`src/rtl/csr_access_unit.sv`:
```
// csr_access_unit: sequenced read-modify-write executor for Zicsr instructions against a CSR file.
// Optional illegal-access detection (no-op funct3, writes to read-only space) when CSR_ILLEGAL_CHECK_EN is defined.
module csr_access_unit #(
  parameter int XLEN       = 32,
  parameter int CSR_ADDR_W = 12
) (
  input  logic                  clk,
  input  logic                  rst,
  input  logic                  req_valid,
  output logic                  req_ready,
  input  logic [2:0]            req_funct3,
  input  logic [CSR_ADDR_W-1:0] req_csr_addr,
  input  logic [4:0]            req_rs1_idx,
  input  logic [XLEN-1:0]       req_rs1_val,
  output logic [CSR_ADDR_W-1:0] csr_addr,
  output logic [XLEN-1:0]       csr_wdata,
  output logic                  csr_write_en,
  input  logic [XLEN-1:0]       csr_rdata,
  output logic                  rsp_valid,
  input  logic                  rsp_ready,
  output logic [XLEN-1:0]       rsp_rdata,
  output logic                  rsp_illegal
);
  typedef enum logic [1:0] {IDLE, READ, WRITE, RESP} state_t;
  state_t state;
  logic [2:0]      f3;
  logic [4:0]      rs1_idx;
  logic [XLEN-1:0] rs1_val;
  logic [XLEN-1:0] src;
  logic [XLEN-1:0] new_val;
  logic            do_write;
  logic            illegal;
  assign req_ready = state == IDLE;
  always_comb begin
    src      = f3[2] ? XLEN'(rs1_idx) : rs1_val;
    new_val  = f3[1:0] == 2'b01 ? src :
               f3[1:0] == 2'b10 ? csr_rdata | src : csr_rdata & ~src;
    // funct3[1:0]==00 never writes, whatever rs1 holds
    do_write = f3[1:0] == 2'b01 || (f3[1:0] != 2'b00 && rs1_idx != 5'd0);
`ifdef CSR_ILLEGAL_CHECK_EN
    illegal  = f3[1:0] == 2'b00 || (do_write && csr_addr[CSR_ADDR_W-1 -: 2] == 2'b11);
`else
    illegal  = 1'b0;
`endif
  end
  always_ff @(posedge clk) begin
    if (rst) begin
      state        <= IDLE;
      f3           <= '0;
      rs1_idx      <= '0;
      rs1_val      <= '0;
      csr_addr     <= '0;
      csr_wdata    <= '0;
      csr_write_en <= 1'b0;
      rsp_valid    <= 1'b0;
      rsp_rdata    <= '0;
      rsp_illegal  <= 1'b0;
    end else begin
      case (state)
        IDLE: if (req_valid) begin
          f3       <= req_funct3;
          rs1_idx  <= req_rs1_idx;
          rs1_val  <= req_rs1_val;
          csr_addr <= req_csr_addr;
          state    <= READ;
        end
        READ: begin
          rsp_rdata   <= illegal ? '0 : csr_rdata;
          rsp_illegal <= illegal;
          csr_wdata   <= new_val;
          if (do_write && !illegal) begin
            csr_write_en <= 1'b1;
            state        <= WRITE;
          end else begin
            rsp_valid <= 1'b1;
            state     <= RESP;
          end
        end
        WRITE: begin
          csr_write_en <= 1'b0;
          rsp_valid    <= 1'b1;
          state        <= RESP;
        end
        default: if (rsp_ready) begin
          rsp_valid   <= 1'b0;
          rsp_illegal <= 1'b0;
          state       <= IDLE;
        end
      endcase
    end
  end
endmodule

```
`config.mk`:
```
export PLATFORM = sky130hd
export DESIGN_NAME = csr_access_unit
export DESIGN_NICKNAME = d
export VERILOG_FILES = /design/src/rtl/csr_access_unit.sv
export SDC_FILE = /design/constraint.sdc
export NUM_CORES = 1
export LEC_CHECK = 0
export CORE_AREA = 2 2 112 114
export DETAILED_ROUTE_END_ITERATION = 7
export DIE_AREA = 0 0 114 116
export GPL_TIMING_DRIVEN = 1
export PLACE_DENSITY = 0.71
export SETUP_SLACK_MARGIN = 0.02
export SLEW_MARGIN = 20
export SYNTH_ARGS = -nofsm -noshare
export SYNTH_HDL_FRONTEND = slang
export SYNTH_SLANG_ARGS = --single-unit
```
`constraint.sdc`:
```
create_clock -name clk -period 1.6 [get_ports clk]
set_input_delay 0.32 -clock clk [delete_from_list [all_inputs] [get_ports clk]]
set_output_delay 0.32 -clock clk [all_outputs]
set_load 0.005 [all_outputs]
```
Yosys cells after proc, flatten, opt, wreduce, memory -nomap -nowiden
Cells that the tools add are included.
{"block": "word_totals", "output_inout_bits": 80, "reg_bits": 121, "inputBits": 88}
{"block": "classes", "muxes": 13, "bitwise_logic": 5, "n_reduce_logical": 15, "n_eq_ne": 7}
{"cell": "two-way mux 32 bit", "n": 3}
{"cell": "bitwise AND 32 bit", "n": 1}
{"cell": "NOT 32 bit", "n": 1}
{"cell": "OR 32 bit", "n": 1}
{"cell": "AND reduction 2 bit", "n": 4}
{"cell": "!= test 2 bit, second input constant", "n": 3}
{"cell": "case mux 2 bit (3 select lines)", "n": 1}
{"cell": "nonzero test 2 bit", "n": 3}
{"cell": "nonzero test 5 bit", "n": 1}
{"cell": "== test 2 x 1 -> 1 bit, second input constant", "n": 2}
{"cell": "== test 2 bit, second input constant", "n": 2}
{"cell": "two-way mux 1 bit", "n": 4}
{"cell": "two-way mux 2 bit", "n": 2}
{"cell": "case mux 1 bit (2 select lines)", "n": 2}
{"cell": "nonzero test 4 bit", "n": 1}
{"cell": "case mux 1 bit (3 select lines)", "n": 1}
{"cell": "AND reduction 3 bit", "n": 1}
{"cell": "nonzero test 3 bit", "n": 1}
{"cell": "zero test 2 bit", "n": 1}
{"cell": "NOT 1 bit", "n": 2}
{"cell": "OR reduction 2 bit", "n": 1}
{"cell": "logical AND 1 bit", "n": 1}
{"cell": "logical OR 1 bit", "n": 1}

Depth between registers and ports, before layout
{"block": "logic_depth", "ltp_word": 5, "mapped_depth": 7, "ltp_nobuf": 6}

Least setup slack after synthesis
No wires, ideal clock.
{"block": "synth_timing", "path_type": "reg2reg", "from": "register state[1]", "to": "register rsp_rdata[10]", "stages_incl_launch_ff": 7, "arrival_time_ns": 1.503, "setup_time_ns": 0.128, "path_buffers": 2, "path_slack_ns": -0.030, "required_ns": 1.472, "cell_sequence": "dfxtp_1 > inv_1 > ha_1 > clkbuf_1 > buf_1 > mux2i_1 > nor2_1"}
{"block": "synth_via", "elab_chain_cells": 1}
{"element": "start, declared", "line_no": "25", "rtl": "state_t state;"}
{"element": "start signal, assigned", "line_no": "48", "rtl": "state <= IDLE;"}
{"element": "start signal, assigned", "line_no": "65", "rtl": "state <= READ;"}
{"element": "start signal, assigned", "line_no": "73", "rtl": "state <= WRITE;"}
{"element": "== test 2 x 1 -> 1 bit", "line_no": "59", "rtl": "case (state)"}
{"element": "end signal, assigned", "line_no": "68", "rtl": "rsp_rdata <= illegal ? '0 : csr_rdata;"}
{"element": "end, declared", "line_no": "21", "rtl": "output logic [XLEN-1:0] rsp_rdata,"}
Every way passes these cells.
A chain may end at the register's enable or synchronous reset.

Worst setup path after layout
{"block": "layout_timing", "from": "register rs1_idx[1]", "to": "register state[0]"}
{"block": "layout_via", "elab_chain_cells": 5}
{"element": "start, declared", "line_no": "27", "rtl": "logic [4:0] rs1_idx;"}
{"element": "start signal, assigned", "line_no": "62", "rtl": "rs1_idx <= req_rs1_idx;"}
{"element": "nonzero test 5 bit", "line_no": "39", "rtl": "do_write = f3[1:0] == 2'b01 || (f3[1:0] != 2'b00 && rs1_idx != 5'd0);"}
{"element": "logical AND 1 bit", "line_no": "39"}
{"element": "logical OR 1 bit", "line_no": "39"}
{"element": "two-way mux 1 bit", "line_no": "71", "rtl": "if (do_write && !illegal) begin"}
{"element": "case mux 2 bit (3 select lines)", "line_no": "59"}
{"element": "end signal, assigned", "line_no": "65"}
{"element": "end signal, assigned", "line_no": "73"}
{"element": "end signal, assigned", "line_no": "76", "rtl": "state <= RESP;"}
Every way passes these cells.

==> flow_summary.json <==
{
  "status": "finished with violations",
  "violations": "setup timing",
  "crit_path_start_kind": "register",
  "p_clk_share_pct": 33.5,
  "synth_fp_nets": 669,
  "synth-seq-cells": 120,
  "switching_share_pct": 30.1,
  "start_util_pct": 40.3,
  "numCtsBuffers": 17,
  "synth_edf_count": 0,
  "final_cell_mix": "dfxtp_1 (114), nand2_1 (104), nor2_1 (98)",
  "period_share_pct": 102,
  "final_util_pct": 62.4,
  "grt_usage_pct": 20.3,
  "cts_tree": "done",
  "cts_max_level": 4,
  "drtIter0Drc": 248,
  "grt_max_degree": 51,
  "rsz0062_at_grt": "yes",
  "ant_nets": 0,
  "crit_path_max_incr_delay_ns": 0.55,
  "top_usage_layer": "met2",
  "seq_power_share_pct": 32.9,
  "antenna_found_initial": 0,
  "ys.flop_type": "dfxtp_1",
  "fin_tns_setup_ns": -0.0425,
  "min_period_ns": 1.62,
  "routabilityCongestion": 0.753,
  "use_met2_pct": 33.8,
  "crit_required_ns": 1.91,
  "dieArea_sq_um": 13200,
  "ys_warn_count": 0,
  "grt_pass1_wl_um": 21100,
  "powerDensity_nw_per_um2": 1690,
  "hold_violations": 0,
  "avgSynthCellArea_sq_um": 8.33,
  "synth_cells": 577,
  "cts_sinks": 120,
  "grt_pass1_vias": 4409,
  "cts_root_buf": "clkbuf_16",
  "clk_latency_ns": 0.42,
  "syn2layout_area_growth_pct": 54.8,
  "num_io_pins": 168,
  "critPathKind": "register to register",
  "fillers": 1017,
  "gr-usage-met1_pct": 23.6,
  "setup_viol": 2,
  "drv_cap": 0,
  "die_w_um": 114,
  "p_leak_nw": 3.30,
  "grt.overflow.total": 0,
  "drive_above_1_share_pct": 9.42,
  "drt_wl_total_um": 13000,
  "nets": 833,
  "vias_per_cell": 4.96,
  "peakVddDrop_uv": 889,
  "dp_hpwl_um": 8950,
  "cts.path.max_buffers": 2,
  "die_h_um": 116,
  "fp-row-count": 40,
  "ys_async_sr_fraction_pct": 0,
  "seq_area_frac_synth_pct": 50.0,
  "slew_violations": 0,
  "ys_types": 27,
  "port-buffer-count": 166,
  "cp_slowest_cell": "or4b_4",
  "fmax_ghz": 0.616,
  "p_int_mw": 8.78,
  "cp_max_fo": 2,
  "finClkSkew_ns": 0.0127,
  "drtPass1Iterations": 4,
  "n_antenna_cell": 0,
  "arrival_ns": 1.94,
  "hold_class": "input port to register",
  "path_clk_slew_ns": 0.05,
  "netlist_area_sq_um": 4800,
  "core_area_sq_um": 11900,
  "grt_use_met3_pct": 7.37,
  "wl_per_cell_um": 14.5,
  "p_sw_mw": 3.77,
  "layout_commonest_cell": "dfxtp_1",
  "post-place-ws_ns": -0.0956,
  "drc": 0,
  "vias": 4469,
  "critPathCaptureType": "register",
  "path_cells": "or4b_4 -> o32ai_4 -> a211oi_2 -> o41ai_2",
  "fin_ws_ns": -0.0246,
  "comb_power_share_pct": 33.5
}
-- repair_timing --
item,in CTS,in global routing
setup endpoints to repair,64,22
resized for setup,75,19
pin swaps,1,1
hold buffers,0,0
buffers inserted,3,0
-- cells by family (layout without fill, tap and decap cells) --
group                      Yosys count  count (layout)  share of synthesized area [%]
and+or+nand+nor                    241             241                           20.9
AOI/OAI and AO/OA                  124             124                           16.1
DFF                                120             120                           50.0
buffers and inverters               48             225                           3.85
muxes                               38              38                           7.92
adders and majority gates            4               4                           1.04
other                                1               1                         0.0781
xor gates and xnor gates             1               1                          0.182
-- layer usage --
| metal | up-vias | share of wire [%] | routed length, um |
|---|---|---|---|
| met3 | 21 | 7.0 | 913 |
| met2 | 134 | 50 | 6450 |
| met1 | 2030 | 41 | 5380 |
| met5 | - | 0 | 0 |
| met4 | 0 | 2.2 | 287 |
| li1 | 2284 | - | - |
-- stage by stage --
stage	hold slack, ns	instance area [sq um]	power, mW	instances
floorplan	0.436	4810	6.46	577
global placement	0.443	6740	8.52	866
detailed placement	0.447	6740	8.65	866
CTS	0.276	7390	12.7	901
global route	0.292	7440	13.3	901
finish	0.288	7440	12.6	901
-- path summary, 6_finish.rpt --
check	depth (start not counted)	slack [ns]	endpoint	start
min reg2reg	2	0.45	csr_addr[10]	csr_addr[10]
max	4	-0.02	state[0]	rs1_idx[1]
max reg2reg	4	-0.02	state[0]	rs1_idx[1]
min	2	0.29	rsp_rdata[31]	rst
-- state kept, by name, summed over array words and instances (netlist names) --
register and count:
csr_wdata 32, rs1_val 32, rsp_rdata 32, csr_addr 12, rs1_idx 5, f3 3, state 2, csr_write_en 1
rsp_valid 1
-- cells in the mapped netlist, types with 2 or more instances --
cell,number,area [sq um]
nand2_1,105,394
a21oi_1,52,260
clkbuf_1,30,113
nor2_1,98,368
buf_1,13,48.8
o21ai_0,2,10.0
mux2i_1,38,380
ha_1,4,50.1
nand2b_1,32,200
dfxtp_1,120,2400
a211oi_1,33,248
inv_1,3,11.3
a31oi_1,33,206
-- power groups by stage --
stage / registers (mW) / clock network [mW] / logic [mW]
floorplan: 4.20 / 0 / 2.26
global placement: 4.16 / 0 / 4.36
detailed placement: 4.20 / 0 / 4.45
CTS: 4.15 / 4.28 / 4.28
global route: 4.23 / 4.42 / 4.67
finish: 4.14 / 4.21 / 4.21
-- layout make-up --
| cell class | count | area [sq um] | share of cell area, % |
|---|---|---|---|
| Tap cell | 147 | 184 | 2.47 |
| Sequential cell | 120 | 2410 | 32.4 |
| Timing Repair Buffer | 190 | 1900 | 25.6 |
| Inverter | 3 | 11.3 | 0.151 |
| Clock inverter | 8 | 165 | 2.22 |
| Clock buffer | 24 | 492 | 6.61 |
| Multi-Input combinational cell | 409 | 2270 | 30.6 |
-- worst max-delay path, delay by kind of cell (launching register included) --
family	cells	cell delay, ns
and+or+nand+nor	1	0.55
DFF	1	0.31
AOI/OAI and AO/OA	3	0.66
No activity file was read; power rests on OpenSTA's default activity.
